`config.mk`:
```
export PLATFORM = sky130hd
export DESIGN_NAME = note_sequencer
export DESIGN_NICKNAME = d
export VERILOG_FILES = /design/src/rtl/note_sequencer.sv
export SDC_FILE = /design/constraint.sdc
export NUM_CORES = 1
export LEC_CHECK = 0
export BUFFER_PORTS_ARGS = -buffer_cell sky130_fd_sc_hd__buf_4
export CAP_MARGIN = 20
export CELL_PAD_IN_SITES_DETAIL_PLACEMENT = 0
export CELL_PAD_IN_SITES_GLOBAL_PLACEMENT = 1
export CORE_AREA = 2 2 76 96
export CTS_BUF_LIST = sky130_fd_sc_hd__clkbuf_16
export DETAILED_ROUTE_END_ITERATION = 10
export DIE_AREA = 0 0 78 98
export PLACE_DENSITY = 0.83
export SYNTH_ARGS = -nofsm -noshare
export SYNTH_HDL_FRONTEND = slang
export SYNTH_SLANG_ARGS = --single-unit
```
`constraint.sdc`:
```
create_clock -name clk -period 2.59 [get_ports clk]
set_input_delay 0.1295 -clock clk [delete_from_list [all_inputs] [get_ports clk]]
set_output_delay 0.1295 -clock clk [all_outputs]
set_load 0.02 [all_outputs]
```
`src/rtl/note_sequencer.sv`:
```
// Playback sequencer: fetches {note, duration} words from song memory and plays each note for
// duration ticks followed by a silent gap. Define SEQ_LOOP_EN to restart the song at its end marker.
module note_sequencer #(
  parameter int DATA_WIDTH = 16,
  parameter int NOTE_WIDTH = 6,
  parameter int DUR_WIDTH  = 10,
  parameter int TICK_DIV   = 100000,
  parameter int GAP_TICKS  = 20
) (
  input  logic                  clk,
  input  logic                  rst,
  input  logic                  start,
  input  logic                  stop,
  input  logic                  pause,
  output logic                  read_en,
  output logic                  read_rst,
  input  logic [DATA_WIDTH-1:0] mem_data,
  input  logic                  mem_ready,
  output logic [NOTE_WIDTH-1:0] note_out,
  output logic                  note_valid,
  output logic                  playing,
  output logic                  done,
  output logic [7:0]            note_index,
  output logic [2:0]            state_dbg
);

  localparam logic [2:0] IDLE  = 3'd0;
  localparam logic [2:0] FETCH = 3'd1;
  localparam logic [2:0] WAIT  = 3'd2;
  localparam logic [2:0] PLAY  = 3'd3;
  localparam logic [2:0] GAP   = 3'd4;
  localparam logic [2:0] DONE  = 3'd5;

  localparam int PRE_W = $clog2(TICK_DIV);
  localparam int GAP_W = (GAP_TICKS > 1) ? $clog2(GAP_TICKS + 1) : 1;
  localparam int CNT_W = (DUR_WIDTH > GAP_W) ? DUR_WIDTH : GAP_W;
  localparam logic [PRE_W-1:0] PRE_MAX  = PRE_W'(TICK_DIV - 1);
  localparam logic [CNT_W-1:0] GAP_LOAD = CNT_W'(GAP_TICKS);
  localparam logic [CNT_W-1:0] CNT_ONE  = CNT_W'(1);

  logic [2:0]            state;
  logic [2:0]            state_nxt;
  logic [NOTE_WIDTH-1:0] note_q;
  logic [CNT_W-1:0]      tick_left;
  logic [PRE_W-1:0]      presc;
  logic                  read_rst_q;
  logic                  done_q;

  logic                  rewind;
  logic                  finish_pass;
  logic                  clr_index;
  logic                  latch_word;
  logic                  tick;
  logic                  last_tick;

  logic [NOTE_WIDTH-1:0] word_note;
  logic [DUR_WIDTH-1:0]  word_dur;
  logic [DUR_WIDTH-1:0]  dur_eff;

  assign word_note = mem_data[DATA_WIDTH-1 -: NOTE_WIDTH];
  assign word_dur  = mem_data[DUR_WIDTH-1:0];
  // A zero duration still sounds for one tick so every note is audible.
  assign dur_eff   = (word_dur == '0) ? DUR_WIDTH'(1) : word_dur;

  // The prescaler only advances while timing a note or a gap and not paused.
  assign tick      = (state == PLAY || state == GAP) && !pause && (presc == PRE_MAX);
  assign last_tick = tick && (tick_left == CNT_ONE);

  // Memory handshake: read_en is a single-cycle request issued from FETCH; the sequencer then
  // sits in WAIT and consumes mem_data on the first cycle mem_ready is high. mem_ready seen in
  // any other state is ignored, so at most one request is ever outstanding.
  always_comb begin
    state_nxt   = state;
    rewind      = 1'b0;
    finish_pass = 1'b0;
    clr_index   = 1'b0;
    latch_word  = 1'b0;
    if (stop) begin
      state_nxt = IDLE;
    end else begin
      case (state)
        IDLE: begin
          if (start) begin
            state_nxt = FETCH;
            rewind    = 1'b1;
            clr_index = 1'b1;
          end
        end
        FETCH: state_nxt = WAIT;
        WAIT: begin
          if (mem_ready) begin
            if (mem_data == '0) begin
              finish_pass = 1'b1;
`ifdef SEQ_LOOP_EN
              state_nxt   = FETCH;
              rewind      = 1'b1;
`else
              state_nxt   = DONE;
`endif
            end else begin
              latch_word = 1'b1;
              state_nxt  = PLAY;
            end
          end
        end
        PLAY: begin
          if (last_tick) begin
            if (GAP_TICKS == 0) state_nxt = FETCH;
            else                state_nxt = GAP;
          end
        end
        GAP: begin
          if (last_tick) state_nxt = FETCH;
        end
        DONE: begin
          if (start) begin
            state_nxt = FETCH;
            rewind    = 1'b1;
            clr_index = 1'b1;
          end
        end
        default: state_nxt = IDLE;
      endcase
    end
  end

  always_ff @(posedge clk or posedge rst) begin
    if (rst) begin
      state      <= IDLE;
      note_q     <= '0;
      tick_left  <= '0;
      presc      <= '0;
      read_rst_q <= 1'b0;
      done_q     <= 1'b0;
      note_index <= 8'd0;
    end else begin
      state      <= state_nxt;
      read_rst_q <= rewind;
      done_q     <= finish_pass;

      if (clr_index)       note_index <= 8'd0;
      else if (latch_word) note_index <= note_index + 8'd1;

      if (latch_word) begin
        note_q    <= word_note;
        tick_left <= CNT_W'(dur_eff);
        presc     <= '0;
      end else if ((state == PLAY || state == GAP) && !pause && !stop) begin
        if (presc == PRE_MAX) begin
          presc <= '0;
          // Leaving PLAY preloads the gap length; the wrapped prescaler starts the gap cleanly.
          if (tick_left == CNT_ONE) tick_left <= GAP_LOAD;
          else                      tick_left <= tick_left - CNT_ONE;
        end else begin
          presc <= presc + PRE_W'(1);
        end
      end
    end
  end

  assign read_en    = (state == FETCH);
  assign read_rst   = read_rst_q;
  assign done       = done_q;
  assign note_out   = (state == PLAY) ? note_q : '0;
  assign note_valid = (state == PLAY) && (note_q != '0);
  assign playing    = (state != IDLE) && (state != DONE);
  assign state_dbg  = state;

endmodule
```
==> impl_metrics.ini <==
[sta]
slew_violations = 0
rsz0062_at_grt = no
whs_ns = 0.03218
finClkSkew_ns = 0.005800
tns_ns = 0
setup_viol = 0
max_freq_mhz = 472.2
finalCriticalPeriod_ns = 2.118
tightest_slew_ns = 0.6160
fin_ws_ns = 0.4721
finalCritPeriodShare_pct = 81.77
slew_headroom_pct = 58.56
hold_viol = 0

[synth]
synth_cell_types = 53
ys.flop_type = dfrtp_1
synth_edf_count = 0
synth_area_leaders = dfrtp_1, nand2_1, nor2_1, mux2i_1, a21oi_1
syn_inst = 320
async_flop_share_pct = 100.0
seq_area_frac_synth_pct = 41.16
yosys_warnings = 0
synthesis.area_um2 = 2796
syn_area_per_cell_um2 = 8.739
syn_nets = 346
synth_top_area_share_pct = 41.16
ys_ff_latch = 46
yosys.area.top_type = dfrtp_1

[drt]
drt_pass1_iterations = 4
wirelength_um = 6667
vias = 2498
drc = 0
drtAntennaViolNets = 0
wl_per_cell_um = 14.65
drt_iter0_markers = 76
viasPerCell = 5.490

[placement]
place_area_um2 = 3232
gp_congestion = 0.8340
place_inst = 445
place_ws_ns = 0.4909
portBuffers = 43
detailed_place_hpwl_um = 4919

[grt]
antenna_found_initial = 0
grt_pass1_vias = 2429
grt_usage_pct = 18.10
grt_max_degree = 47
grt_pass1_wl_um = 11340
overflow = 0

[worst_setup_path]
crit_fanout = 11
worst-r2r-setup-slack_ns = 0.47
cp-end-kind = register
worstSetupStartpointType = register
rr_startpoint = presc[13]
r2r_cells = 6
r2r_end = tick_left[4]
setup.worst_path.class = register to register
worstPathRequired_ns = 2.76
worstPathArrival_ns = 2.29

[clock_tree]
post_cts_buffers = 0
cts_tree = yes
post_cts_resized = 0
numCtsBuffers = 5
cts_buffer_depth = 2
clkTransAtPathRegs_ns = 0.06
htreeDepth = 2
hold_buffers = 0
clockRootBuffer = clkbuf_16
worst_skew_pair.late_latency_ns = 0.28
clock-sinks = 46

[layout]
fin_util_pct = 49.94
antenna_cells = 0
syn_to_final_growth_pct = 21.57
finalNonFillerCells = 455
layout.nets = 390
final_common_cell = buf_4
finalInstanceArea_um2 = 3400
final_cell_mix = buf_4, dfrtp_1, nand2_1, nor2_1, a21oi_1
drive_gt1_share_pct = 21.10

[floorplanning]
dieArea_um2 = 7644
start_util_pct = 41.08
fp.dieH_um = 98
design.core.area_um2 = 6807
ioPinCount = 44
die_w_um = 78
rows = 34

[job]
cap_violations = 0

[min_path]
min_to = state_dbg[0]
hp-start = stop
hold-path-cell-count = 2
min_path_type = primary input to register

[power_and_ir_drop]
ir_worst_vdd_mv = 0.4376
fin_total_pwr_mw = 2.229
cellPowerDensity_nw_per_um2 = 655.8
leakage_nw = 1.580

[status]
run_status = finished, final reports clean
[sequential cells by signal, summed over array words and instances, names as in the netlist]
| signal | count |
|---|---|
| done | 1 |
| read_rst | 1 |
| tick_left | 10 |
| state_dbg | 3 |
| note_index | 8 |
| presc | 17 |
| note_q | 6 |
[synth_stat cells, types with 6 or more instances]
| cell | count |
|---|---|
| a21oi_1 | 17 |
| o21ai_0 | 13 |
| nor2_1 | 32 |
| and2_1 | 9 |
| o2111ai_1 | 6 |
| o211ai_1 | 6 |
| buf_2 | 9 |
| dfrtp_1 | 46 |
| a22oi_1 | 7 |
| inv_1 | 9 |
| nor4_1 | 7 |
| nand3_1 | 15 |
| nand3b_1 | 7 |
| clkbuf_1 | 10 |
| mux2i_1 | 10 |
| nand4_1 | 6 |
| nand2_1 | 37 |
| xor2_1 | 8 |
| nor3_1 | 11 |
[where the power goes]
part	internal (mW)	switching, mW
clock network	0.349	0.260
logic	0.300	0.322
registers	0.848	0.150
[cells by family (layout without fill, tap and decap cells)]
group	count (synthesis)	after routing	share of synthesized area, %
and+or+nand+nor	153	153	29.44
AOI/OAI and AO/OA	68	68	16.33
DFF	46	46	41.16
buffers and inverters	28	73	4.161
muxes	11	11	3.982
xor gates and xnor gates	10	10	3.132
adders and majority gates	4	4	1.790
[cell type report]
| type | count | area [um^2] |
|---|---|---|
| fill | 660 | 3407 |
| clock inverter | 3 | 12.51 |
| timing repair buffer | 56 | 435.4 |
| clock buffer | 5 | 125.1 |
| sequential | 46 | 1151 |
| inverter | 9 | 33.78 |
| tap | 90 | 112.6 |
| multi-input combinational | 246 | 1529 |
[critical path, cell delays in order (launching register included)]
cell      delay (ns)
dfrtp_1         0.46
or4b_4          0.57
nor3_4          0.26
nand3_2         0.15
buf_4           0.20
o21ai_1         0.14
o2bb2a_1        0.22
[worst max-delay path by stage]
stage,end,depth (start not counted),startpoint
2_1_floorplan,tick_left[4],8,state_dbg[0]
3_3_place_gp,tick_left[3],8,mem_data[4]
3_5_place_dp,tick_left[1],8,mem_data[4]
4_1_cts,presc[16],6,presc[0]
5_1_grt,presc[16],6,presc[1]
6_report,tick_left[4],6,presc[13]
[routing by layer]
layer | global-route usage (%) | part of all wire [%] | up-vias
met5 | 0 | 0 | -
met4 | 5.128 | 1.3 | 0
met3 | 3.142 | 3.8 | 7
met2 | 30.84 | 51 | 61
met1 | 23.60 | 44 | 1192
li1 | - | - | 1238
No activity file was read; power rests on OpenSTA's default activity.
